`src/rtl/reg_write_arbiter.sv`:
```
// Two-requester arbiter for the register-file write port with a registered req/gnt handshake.
// Round-robin by default; define REG_WRITE_ARBITER_FIXED_PRIO_EN for fixed priority (requester 0 first).
module reg_write_arbiter #(
  parameter int DATA_W = 8,
  parameter int ADDR_W = 3
) (
  input  logic              CLK,
  input  logic              RESET,
  input  logic              REQ0,
  input  logic [ADDR_W-1:0] ADDR0,
  input  logic [DATA_W-1:0] DATA0,
  output logic              GNT0,
  input  logic              REQ1,
  input  logic [ADDR_W-1:0] ADDR1,
  input  logic [DATA_W-1:0] DATA1,
  output logic              GNT1,
  output logic              WRITE,
  output logic [ADDR_W-1:0] INADDRESS,
  output logic [DATA_W-1:0] IN,
  output logic              BUSY
);

  typedef enum logic {IDLE = 1'b0, GRANT = 1'b1} state_t;

  state_t state;
  logic   elig0;
  logic   elig1;
  logic   win1;

`ifndef REG_WRITE_ARBITER_FIXED_PRIO_EN
  logic   last;
`endif

  // A requester granted this cycle is masked for one edge so its held REQ is not re-granted.
  always_comb begin
    elig0 = REQ0 & ~GNT0;
    elig1 = REQ1 & ~GNT1;
`ifdef REG_WRITE_ARBITER_FIXED_PRIO_EN
    win1  = elig1 & ~elig0;
`else
    win1  = elig1 & (~elig0 | ~last);
`endif
  end

  always_ff @(posedge CLK) begin
    if (RESET) begin
      state     <= IDLE;
      WRITE     <= 1'b0;
      GNT0      <= 1'b0;
      GNT1      <= 1'b0;
      INADDRESS <= '0;
      IN        <= '0;
`ifndef REG_WRITE_ARBITER_FIXED_PRIO_EN
      last      <= 1'b1;
`endif
    end else if (elig0 | elig1) begin
      state     <= GRANT;
      WRITE     <= 1'b1;
      GNT0      <= ~win1;
      GNT1      <= win1;
      INADDRESS <= win1 ? ADDR1 : ADDR0;
      IN        <= win1 ? DATA1 : DATA0;
`ifndef REG_WRITE_ARBITER_FIXED_PRIO_EN
      last      <= win1;
`endif
    end else begin
      state     <= IDLE;
      WRITE     <= 1'b0;
      GNT0      <= 1'b0;
      GNT1      <= 1'b0;
    end
  end

  assign BUSY = (state == GRANT);

endmodule

```
`config.mk`:
```
export PLATFORM = sky130hd
export DESIGN_NAME = reg_write_arbiter
export DESIGN_NICKNAME = d
export VERILOG_FILES = /design/src/rtl/reg_write_arbiter.sv
export SDC_FILE = /design/constraint.sdc
export NUM_CORES = 1
export LEC_CHECK = 0
export BUFFER_PORTS_ARGS = -buffer_cell sky130_fd_sc_hd__buf_4
export CAP_MARGIN = 40
export CORE_UTILIZATION = 39
export DETAILED_ROUTE_END_ITERATION = 8
export PLACE_DENSITY_LB_ADDON = 0.3
export SYNTH_ARGS = -nofsm -noshare
export SYNTH_HDL_FRONTEND = slang
export SYNTH_SLANG_ARGS = --single-unit
```
`constraint.sdc`:
```
create_clock -name CLK -period 1.1 [get_ports CLK]
set_input_delay 0.055 -clock CLK [delete_from_list [all_inputs] [get_ports CLK]]
set_output_delay 0.055 -clock CLK [all_outputs]
set_load 0.02 [all_outputs]
```
; Word-level counts from Yosys, hierarchy flattened
; Cells that the tools add are included.
[word_totals]
ff_bits = 15
in_bits = 26
[op_classes]
mux = 3
bitwise_logic = 11
n_reduce_logical = 1
[ops]
columns = operator, n
row1 = 8-bit 2-to-1 mux, 1
row2 = 1-bit NOT, 6
row3 = 1-bit AND, 3
row4 = 3-bit 2-to-1 mux, 1
row5 = 1-bit bitwise OR, 2
row6 = 2-bit OR reduction, 1
row7 = 1-bit 2-to-1 mux, 1

; Depth between registers and ports, before layout
[logic_depth]
ltp_word = 6
depth_mapped = 4

; Worst setup path after synthesis
; Ideal clock, no wire load.
[synth_timing]
path_kind = register to register
from = register GNT1
to = register INADDRESS[0]
setup_time_ns = 0.122
arrival_ns = 1.199
required_ns = 0.978
path_slack_ns = -0.221
path_stages_with_launch = 5
cell_sequence = dfxtp_1 > and2b_1 > buf_2 > and4b_1 > a221o_1
[synth_via]
elab_chain_cells = 4
elab_cells_between_ends = 5
classes_between = 1 x mux / 4 x bitwise
[synth_rtl]
columns = item, line
row1 = from (decl), 16  ; output logic GNT1,
row2 = from (signal assigned), 60  ; GNT1 <= win1;
row3 = 1-bit NOT *, 37  ; elig1 = REQ1 & ~GNT1;
row4 = 1-bit AND *, 37
row5 = 1-bit AND, 41  ; win1 = elig1 & (~elig0 | ~last);
row6 = 3-bit 2-to-1 mux, 61  ; INADDRESS <= win1 ? ADDR1 : ADDR0;
row7 = to (signal assigned), 61
row8 = to (decl), 18  ; output logic [ADDR_W-1:0] INADDRESS,
; Mark *: on every way between the ends. The rest lies on a longest branch, timed or not.
; A chain may end at the register's enable or synchronous reset.

; Worst setup path in the final report
[layout_timing]
from = register GNT0
to = register IN[2]
[layout_via]
elab_chain_cells = 6
elab_cells_between_ends = 7
classes_between = 1 x mux / 6 x bitwise
[layout_rtl]
columns = item, line
row1 = from (decl), 12  ; output logic GNT0,
row2 = from (signal assigned), 59  ; GNT0 <= ~win1;
row3 = 1-bit NOT *, 36  ; elig0 = REQ0 & ~GNT0;
row4 = 1-bit AND *, 36
row5 = 1-bit NOT, 41
row6 = 1-bit bitwise OR, 41
row7 = 1-bit AND, 41
row8 = 8-bit 2-to-1 mux, 62  ; IN <= win1 ? DATA1 : DATA0;
row9 = to (signal assigned), 62
row10 = to (decl), 19  ; output logic [DATA_W-1:0] IN,
; Marked as above.

==> metrics.csv <==
stage;metric;value;unit
routing;Initial DRC Count;8;
setup_path;Crit path required time;1.28;ns
synthesis;Synthesized Nets;105;
final_layout;# diodes;0;
die;Core ar.;1800;sq um
die;Row Count;15;
final_layout;Syn-to-layout area delta;50.1;%
synthesis;Mapped Cells;79;
grt;gr ovfl total;0;
outcome;status;finished, violations left;
routing;Remaining DRCs;0;
die;die area;2180;sq um
die;Die Ht;46.7;um
setup_path;ordered cell list for the critical path;nand3b_1 -> buf_4 -> and4b_1 -> a221o_1;
clocking;TritonCTS clock tree;built;
setup_path;worst path arrival time;1.44;ns
grt;largest net degree at the start of global routing;15;
synthesis;top cell type's share of synthesized area;38.5;%
setup_path;Worst setup SP type;flip-flop;
timing;fin crit share;115;%
final_layout;fill count;170;
grt;total global-route track usage;21.0;%
synthesis;Most used DFF post-synth;dfxtp_1;
routing;drt total wl;2.01;mm
routing;vias per std cell;5.32;
timing;RSZ-0062 raised after global routing;yes;
timing;hold violation count in the final report;0;
setup_path;Crit Path Class;reg2reg;
synthesis;Mean Syn Cell Area;9.87;sq um
timing;Setup TNS Final;-1.65;ns
final_layout;Final #Nets;150;
power_and_ir_drop;pwr dens;1200;nW/um^2
synthesis;Synth area leader;dfxtp_1;
clocking;number of CTS-inserted buffers;3;
synthesis;number of flops mapped to enable cells by yosys;0;
final_layout;final non-filler cell total;148;
timing;Max Slew Vio Count;0;
clocking;Root Buffer;clkbuf_4;
clocking;clk_lat worst skew;0.28;ns
routing;First-pass DRT Iterations;6;
synthesis;post-synthesis sequential element count;15;
synthesis;most frequent cells after synthesis;dfxtp_1, a21oi_1, a221o_1, and4b_1, nand2b_1;
placed_design;RePlAce Congestion;0.708;
grt;met2 Use GR;41.4;%
clocking;clk sinks;15;
final_layout;final instance area;1170;sq um
clocking;clk slew on worst S/H paths;0.09;ns
outcome;failing checks;negative setup slack;
synthesis;Synth Cell Area;779;sq um
timing;worst slew margin relative to its limit;85.7;%
grt;global-route layer with the greatest usage;met2;
setup_path;crit-path max FO;6;
power_and_ir_drop;maximum VDD drop;703;uV
placed_design;placed cell count;144;
routing;WL per Instance;13.6;um
grt;initial antenna violation count;0;
timing;Final Setup Violations;11;
setup_path;CP top delay family;simple AND/OR/NAND/NOR gates;
final_layout;fraction of layout cells with a size suffix above 1;46.3;%
routing;ANT nets after route;0;
power_and_ir_drop;Leakage;0.571;nW
setup_path;slowest CP cell;dfxtp_4;
grt;met1 Usage GRT;18.8;%
routing;routed vias;788;
worst_hold_path;Hold WC Path Type;in2reg;
timing;Hold Slack;0.0795;ns
synthesis;Async S/R FF share, synth;0;%
timing;min cycle time layout;1.26;ns
synthesis;cell with the most instances after synthesis;dfxtp_1;
grt;vias in the first global route;819;
flow_run;maxcap violations;0;
setup_path;Crit. End Element;flip-flop;
die;Initial Util;43.3;%
die;Die X;46.7;um
timing;final setup skew;0.00275;ns
die;Ports;41;
synthesis;synth unique cells;16;
timing;Max Clock Freq;0.793;GHz
synthesis;Synth Warn #;0;
setup_path;worst path bufs/invs;1;
placed_design;DP Wirelength;1.50;mm
grt;first-pass GRT wire length;3.15;mm
grt;GR Util met3;7.06;%
clocking;post-CTS setup buffers;0;
timing;Worst-Margin Slew;0.215;ns
clocking;clk buf depth;2;
setup_path;CP max stage delay;0.35;ns
placed_design;Placed Instance Area;1140;sq um
synthesis;sequential share of the synthesized area;38.5;%
clocking;Post-CTS Hold Fix Bufs;0;
placed_design;input/output buffers;40;
clocking;CTS HTree Levels;1;
synthesis;top cells by area, synth;dfxtp_1, a221o_1, and4b_1;
timing;fin worst setup slack;-0.162;ns
## cells by family after synthesis
| group | count (synthesis) | share of synthesized area [%] |
|---|---|---|
| compound gates | 24 | 22.5 |
| buf+inv | 9 | 7.22 |
| flops | 15 | 38.5 |
| simple gates | 31 | 31.8 |
## per-stage QoR
step                worst slack [ns]  total power, mW  util (%)
global placement              -0.148             1.09      63.4
floorplan                     -0.132            0.881         -
detailed placement            -0.181             1.10      63.4
finish                        -0.162             1.40      64.9
CTS                           -0.168             1.42      64.9
global route                  -0.221             1.49      64.9
## flip-flops by register name, summed over array words and instances (netlist names)
signal,cells
IN,8
INADDRESS,3
BUSY,1
GNT0,1
GNT1,1
last,1
## final cells by class
cell class                 count  area, sq um  share of cell area, %
clock buffer                   4         26.3                   2.25
multi-input combinational     55          424                   36.3
sequential                    15          308                   26.3
tap                           25         31.3                   2.67
timing repair buffer          49          380                   32.5
## worst reg2reg max path: cells and delay by family, from the launching register on
family	cells	cell delay, ns
buf+inv	1	0.17
flops	1	0.35
simple gates	2	0.38
compound gates	1	0.25
## worst paths after layout
check,start,to,slack [ns],cells after the start
min,RESET,GNT1,0.08,3
max reg2reg,GNT0,IN[2],-0.16,4
min reg2reg,last,last,0.49,2
max,GNT0,IN[2],-0.16,4
## cells in the final DEF, fill, tap and decap left out
master	netlist	final
nor2_1	1	1
and2_1	1	1
nand2b_4	2	2
and4b_1	11	11
dfxtp_4	0	2
and2b_1	1	1
a21oi_1	13	13
dfxtp_1	15	13
buf_4	2	48
nand2_1	2	2
clkbuf_4	0	3
nand3b_1	1	1
buf_12	0	1
a221o_1	11	11
and3b_2	0	1
clkbuf_1	0	1
nand2b_1	11	11
## repair_timing
item | CTS | global route
pin swaps | 0 | 0
setup endpoints to repair | 11 | 12
resized for setup | 1 | 0
endpoints found under the hold margin | 0 | 0
## where the power goes
group	switching, mW	total, mW	leakage, nW	internal (mW)
clock network	0.175	0.316	0.0150	0.141
registers	0.0324	0.632	0.126	0.600
logic	0.211	0.456	0.430	0.245
total	0.419	1.40	0.571	0.985
## routing by layer
metal	share of wire, %	vias to the layer above	wire (um)
li1	-	388	-
met1	40	370	797
met2	55	26	1100
met3	4.8	4	96
met4	0.90	0	18
met5	0	-	0
No activity file was read; power rests on OpenSTA's default activity.
